**src/rtl/acia_rx_fifo.sv**
```systemverilog
// rtl/acia_rx_fifo.sv - ACIA serial receiver with 16x majority-vote sampling and FWFT receive FIFO
module acia_rx_fifo #(
    parameter int DIVW    = 16,
    parameter int FIFO_AW = 4
) (
    input  logic               clk,
    input  logic               rst_n,
    input  logic               rx_serial,
    input  logic [DIVW-1:0]    cfg_div,
    input  logic [1:0]         cfg_bits,
    input  logic [1:0]         cfg_par,
    input  logic               rd_en,
    output logic [7:0]         rd_dat,
    output logic               rd_ferr,
    output logic               rd_perr,
    output logic               rd_brk,
    output logic               empty,
    output logic [FIFO_AW:0]   count,
    output logic               overrun,
    input  logic               ovr_clr
);

    typedef enum logic [2:0] {IDLE, START, DATA, PARITY, STOP, BRKWAIT} state_t;

    localparam logic [FIFO_AW:0] DEPTH = (FIFO_AW+1)'(2**FIFO_AW);

    state_t             state;
    logic               sync1, sync2;
    logic [DIVW-1:0]    div_cnt, div_l;
    logic [1:0]         bits_l, par_l;
    logic [3:0]         phase;
    logic               s7, s8;
    logic [2:0]         bit_idx;
    logic [7:0]         shreg;
    logic               par_acc, any_one;
    logic               push;
    logic [10:0]        push_word;   // {data, brk, ferr, perr}

    logic               tick, mid, maj;
    logic [1:0]         shamt;
    logic [7:0]         data_w;

    assign tick  = (state != IDLE) && (div_cnt == '0);
    assign mid   = tick && (phase == 4'd9);
    assign maj   = (s7 & s8) | (s7 & sync2) | (s8 & sync2);
    assign shamt = 2'd3 - bits_l;
    assign data_w = shreg >> shamt;

    always_ff @(posedge clk or negedge rst_n) begin
        if (!rst_n) begin
            sync1     <= 1'b1;
            sync2     <= 1'b1;
            state     <= IDLE;
            div_cnt   <= '0;
            div_l     <= '0;
            bits_l    <= 2'd0;
            par_l     <= 2'd0;
            phase     <= 4'd0;
            s7        <= 1'b1;
            s8        <= 1'b1;
            bit_idx   <= 3'd0;
            shreg     <= 8'h00;
            par_acc   <= 1'b0;
            any_one   <= 1'b0;
            push      <= 1'b0;
            push_word <= '0;
        end else begin
            sync1 <= rx_serial;
            sync2 <= sync1;
            push  <= 1'b0;
            if (state != IDLE) begin
                if (tick) begin
                    div_cnt <= div_l;
                    phase   <= phase + 4'd1;
                    if (phase == 4'd7) s7 <= sync2;
                    if (phase == 4'd8) s8 <= sync2;
                end else begin
                    div_cnt <= div_cnt - 1'b1;
                end
            end
            case (state)
                IDLE: if (!sync2) begin
                    div_cnt <= cfg_div;
                    div_l   <= cfg_div;
                    bits_l  <= cfg_bits;
                    par_l   <= cfg_par;
                    phase   <= 4'd0;
                    bit_idx <= 3'd0;
                    par_acc <= 1'b0;
                    any_one <= 1'b0;
                    state   <= START;
                end
                START: if (mid) state <= maj ? IDLE : DATA;
                DATA: if (mid) begin
                    shreg   <= {maj, shreg[7:1]};
                    par_acc <= par_acc ^ maj;
                    any_one <= any_one | maj;
                    bit_idx <= bit_idx + 3'd1;
                    if (bit_idx == {1'b1, bits_l})
                        state <= par_l[1] ? PARITY : STOP;
                end
                PARITY: if (mid) begin
                    par_acc <= par_acc ^ maj;
                    any_one <= any_one | maj;
                    state   <= STOP;
                end
                STOP: if (mid) begin
                    push <= 1'b1;
                    if (!any_one && !maj) begin
                        push_word <= {8'h00, 1'b1, 1'b1, 1'b0};
                        state     <= BRKWAIT;
                    end else begin
                        push_word <= {data_w, 1'b0, ~maj, par_l[1] & (par_acc ^ par_l[0])};
                        state     <= IDLE;
                    end
                end
                BRKWAIT: if (sync2) state <= IDLE;
                default: state <= IDLE;
            endcase
        end
    end

    logic [10:0]        mem [2**FIFO_AW];
    logic [FIFO_AW-1:0] wr_ptr, rd_ptr;
    logic               full, do_pop, do_push;

    assign empty   = (count == '0);
    assign full    = (count == DEPTH);
    assign do_pop  = rd_en && !empty;
    assign do_push = push && (!full || do_pop);

    always_ff @(posedge clk) begin
        if (do_push) mem[wr_ptr] <= push_word;
    end

    always_ff @(posedge clk or negedge rst_n) begin
        if (!rst_n) begin
            wr_ptr  <= '0;
            rd_ptr  <= '0;
            count   <= '0;
            overrun <= 1'b0;
        end else begin
            if (do_push) wr_ptr <= wr_ptr + 1'b1;
            if (do_pop)  rd_ptr <= rd_ptr + 1'b1;
            if (do_push && !do_pop)      count <= count + 1'b1;
            else if (do_pop && !do_push) count <= count - 1'b1;
            // set wins over a same-cycle clear
            if (push && full && !do_pop) overrun <= 1'b1;
            else if (ovr_clr)            overrun <= 1'b0;
        end
    end

    always_comb begin
        {rd_dat, rd_brk, rd_ferr, rd_perr} = '0;
        if (!empty) {rd_dat, rd_brk, rd_ferr, rd_perr} = mem[rd_ptr];
    end

endmodule

```
**config.mk**
```make
export PLATFORM = sky130hd
export DESIGN_NAME = acia_rx_fifo
export DESIGN_NICKNAME = d
export VERILOG_FILES = /design/src/rtl/acia_rx_fifo.sv
export SDC_FILE = /design/constraint.sdc
export NUM_CORES = 1
export LEC_CHECK = 0
export CAP_MARGIN = 5
export CORE_MARGIN = 2
export CORE_UTILIZATION = 25
export DETAILED_ROUTE_END_ITERATION = 8
export PLACE_DENSITY = 0.48
export SETUP_SLACK_MARGIN = 0.15
export SKIP_CTS_REPAIR_TIMING = 1
export SYNTH_ARGS = -nofsm -noshare
export SYNTH_HDL_FRONTEND = slang
export SYNTH_SLANG_ARGS = --single-unit
```
**constraint.sdc**
```tcl
create_clock -name clk -period 4.76 [get_ports clk]
set_clock_uncertainty 0.1 [all_clocks]
set_input_delay 0.952 -clock clk [delete_from_list [all_inputs] [get_ports clk]]
set_output_delay 0.952 -clock clk [all_outputs]
set_load 0.01 [all_outputs]
```
==> qor.txt <==
Outcome -> complete, no violations
Max_cap viols -> 0
FILL cells -> 4,386
Row count -> 77
Area occupied by multi-input gates -> 3650 um2
Slowest stage delay, CP -> 0.72 ns
Switching power -> 1.52 mW
Post-DP HPWL -> 16,500 um
Routability cong. -> 0.757
EDFF count, synth -> 176
CP most frequent cell -> mux4_2
R2r endpoint -> shreg[0]
Reg2Reg Launch Point -> div_cnt[13]
Die width -> 217 um
Share of layout cells above drive strength 1 -> 0.170
Yosys reg bits -> 262
Syn_nets -> 800
Vias in the first global route -> 6,709
Max Buffers Root-to-Sink -> 3
Reg power frac -> 0.471
Core ar. -> 44,400 um2
Combinational power share -> 0.139
Worst Setup SP -> rd_ptr[0]
Power Internal -> 4.30 mW
Antenna cell count -> 0
Slowest cell on crit path -> dfrtp_2
Setup crit start kind -> flop
Reg2reg path depth -> 5
VDD IR max -> 0.000301 V
Worst Path Class, Setup -> flop to output pin
H-tree depth -> 1
Ys Warns -> 0
Synth Instances -> 759
Gr usage total -> 0.115
Hold Crit Class -> flop to flop
Total CTS buffers -> 28
Max Clk Rate -> 0.233 GHz
Grt met3 use -> 0.0201
PD cells -> 435 nW/um2
Chip Height -> 217 um
DRT antenna net count -> 0
Grt ovf -> 0
Top_reg_cell synth -> edfxtp_1
Via count -> 6,387
Initial antenna violation count -> 1
CP Data Required Time -> 3.71 ns
Lkg Pwr -> 5.17 nW
Total Wirelength -> 26,400 um
Clock root buffer -> clkbuf_16
Global-route wire length before repair -> 41,700 um
Tmin final -> 4.29 ns
Full die area -> 47,000 um2
Sw Share -> 0.262
Power share of the clock group -> 0.390
Slew @ Worst Pin -> 0.972 ns
Crit end category -> output pin
Sequential-to-total area share from yosys stat -> 0.658
Flop-to-flop setup slack -> 1.57 ns
Router iterations before antenna repair -> 5
I/O Pins -> 43
FF/Latch Area -> 7440 um2
Area Overhead vs Synth -> 18.5%
Crit path cell chain -> buf_12 > mux4_2 > mux4_2 > nor2b_1 > clkdlybuf4s50_1
Drt drc -> 0
Layout Utilization -> 0.302
Largest net degree at the start of global routing -> 60
Clock latency on the worst-skew pair -> 0.56 ns
Clock Pin Slew Worst Setup and Hold Paths -> 0.06 ns
GRT met1 Usage -> 0.161
Setup-failing EPs final -> 0
Mean Syn Cell Area -> 14.9 um2
Synth Cell Area -> 11,300 um2
Input/output buffers -> 42
Critical Path AT -> 3.24 ns
Initial core utilization -> 0.255
DR iter-0 viols -> 500
CTS sink cnt -> 262
Netlist cell types -> 51
RSZ-0062 raised after global routing -> no
Met2 GRT Util -> 0.188
Setup TNS Final -> 0 ns
CP endpoint -> rd_ferr
Period utilisation layout -> 0.901
Final Max Slew Viols -> 0
Crit Path Max Fanout -> 18
Busiest grt layer -> met2
TritonCTS clock tree -> built
Final net count -> 848
Vias per cell -> 4.50
Async set-reset flop share out of synthesis -> 0.328
WL per Instance -> 18.6 um
Hold Violations, Final -> 0
Slew headroom -> 0.352
[critical path: cells and delay by family, from the launching register on]
| family | cells | cell delay, ns |
|---|---|---|
| buffers and inverters | 2 | 0.75 |
| DFF | 1 | 0.72 |
| and+or+nand+nor | 1 | 0.15 |
| muxes | 2 | 1.03 |
[through the flow]
step           instances  cell area, um2  hold slack [ns]  power [mW]  setup WS (ns)
3_5_place_dp        1369           12400            0.247        3.62           1.01
5_1_grt             1420           13400            0.258        6.10          0.282
3_3_place_gp        1369           12400            0.247        3.61           1.02
6_report            1420           13400            0.255        5.83          0.470
2_1_floorplan        759           11300            0.245        3.30           1.22
4_1_cts             1420           13400            0.256        5.90          0.400
[Yosys cell counts (all sizes together) (3+ instances only)]
cell type,instances,area (um2)
edfxtp,176,5290
nand2,112,420
dfrtp,82,2050
mux4,56,1260
o21ai,34,170
clkbuf,30,113
nor2,22,82.6
nor2b,22,138
and2,17,106
inv,16,60.1
ha,15,188
mux2,15,169
xnor2,14,123
mux2i,11,110
nand3,9,45.0
nor3,9,45.0
xor2,9,78.8
a21oi,8,40.0
buf,8,45.0
nand4,8,50.1
nor4,8,65.1
or3,7,48.8
a211oi,6,45.0
a31oi,6,37.5
o211ai,6,45.0
o22ai,6,37.5
o31ai,6,45.0
or4,5,41.3
dfstp,4,105
nand2b,4,25.0
nand3b,3,22.5
nor3b,3,22.5
o31a,3,26.3
or2,3,18.8
[sequential cells by signal (all words and copies together), names as in the netlist]
| name | cells |
|---|---|
| mem | 176 |
| div_cnt | 16 |
| div_l | 16 |
| push_word | 11 |
| shreg | 8 |
| count | 5 |
| phase | 4 |
| rd_ptr | 4 |
| wr_ptr | 4 |
| bit_idx | 3 |
| state | 3 |
| bits_l | 2 |
| par_l | 2 |
| any_one | 1 |
| overrun | 1 |
| par_acc | 1 |
| push | 1 |
| s7 | 1 |
| s8 | 1 |
| sync1 | 1 |
| sync2 | 1 |
[cell families (layout without fill, tap and decap cells)]
kind of cell | Yosys count | after routing | share of synthesized area
flip-flops | 262 | 262 | 0.658
AND/OR/NAND/NOR | 236 | 236 | 0.103
AO/OA/AOI/OAI | 84 | 84 | 0.0464
multiplexers | 82 | 82 | 0.136
buffers and inverters | 55 | 124 | 0.0196
XOR/XNOR | 23 | 23 | 0.0178
adder cells (fa/ha/maj) | 17 | 17 | 0.0193
[cells in the final DEF, fill, tap and decap left out, drive strengths merged, types with 16 or more instances in the layout]
master and instances:
edfxtp 176, nand2 112, dfrtp 82, mux4 56
clkdlybuf4s50 41, o21ai 34, clkbuf 32, nor2b 22
nor2 22, and2 17, inv 16
[final cells by class]
| class | count | area share |
|---|---|---|
| clock buffers | 32 | 0.0534 |
| inverters | 17 | 0.00476 |
| well taps | 592 | 0.0553 |
| repair buffers | 56 | 0.0409 |
| clock inverters | 19 | 0.0183 |
| flip-flops and latches | 262 | 0.555 |
| multi-input cells | 442 | 0.272 |
[power by group through the flow]
stage	Clock, mW	Combinational, mW	Sequential, mW
floorplan	0	0.654	2.65
global placement	0	0.817	2.79
detailed placement	0	0.829	2.79
CTS	2.33	0.832	2.74
global route	2.42	0.906	2.77
finish	2.27	0.809	2.74
[routing by layer]
metal	vias to the layer above	routed length [um]
met3	34	946
met2	110	12600
met5	-	13
li1	2960	-
met4	2	504
met1	3281	12400
[worst min path at each step]
stage                      from    end  cells past startpoint
after CTS                 sync1  sync2                      0
after global routing      sync1  sync2                      0
after floorplan           sync1  sync2                      0
final                     sync1  sync2                      0
after global placement    sync1  sync2                      0
after detailed placement  sync1  sync2                      0
No activity file was read; power rests on OpenSTA's default activity.
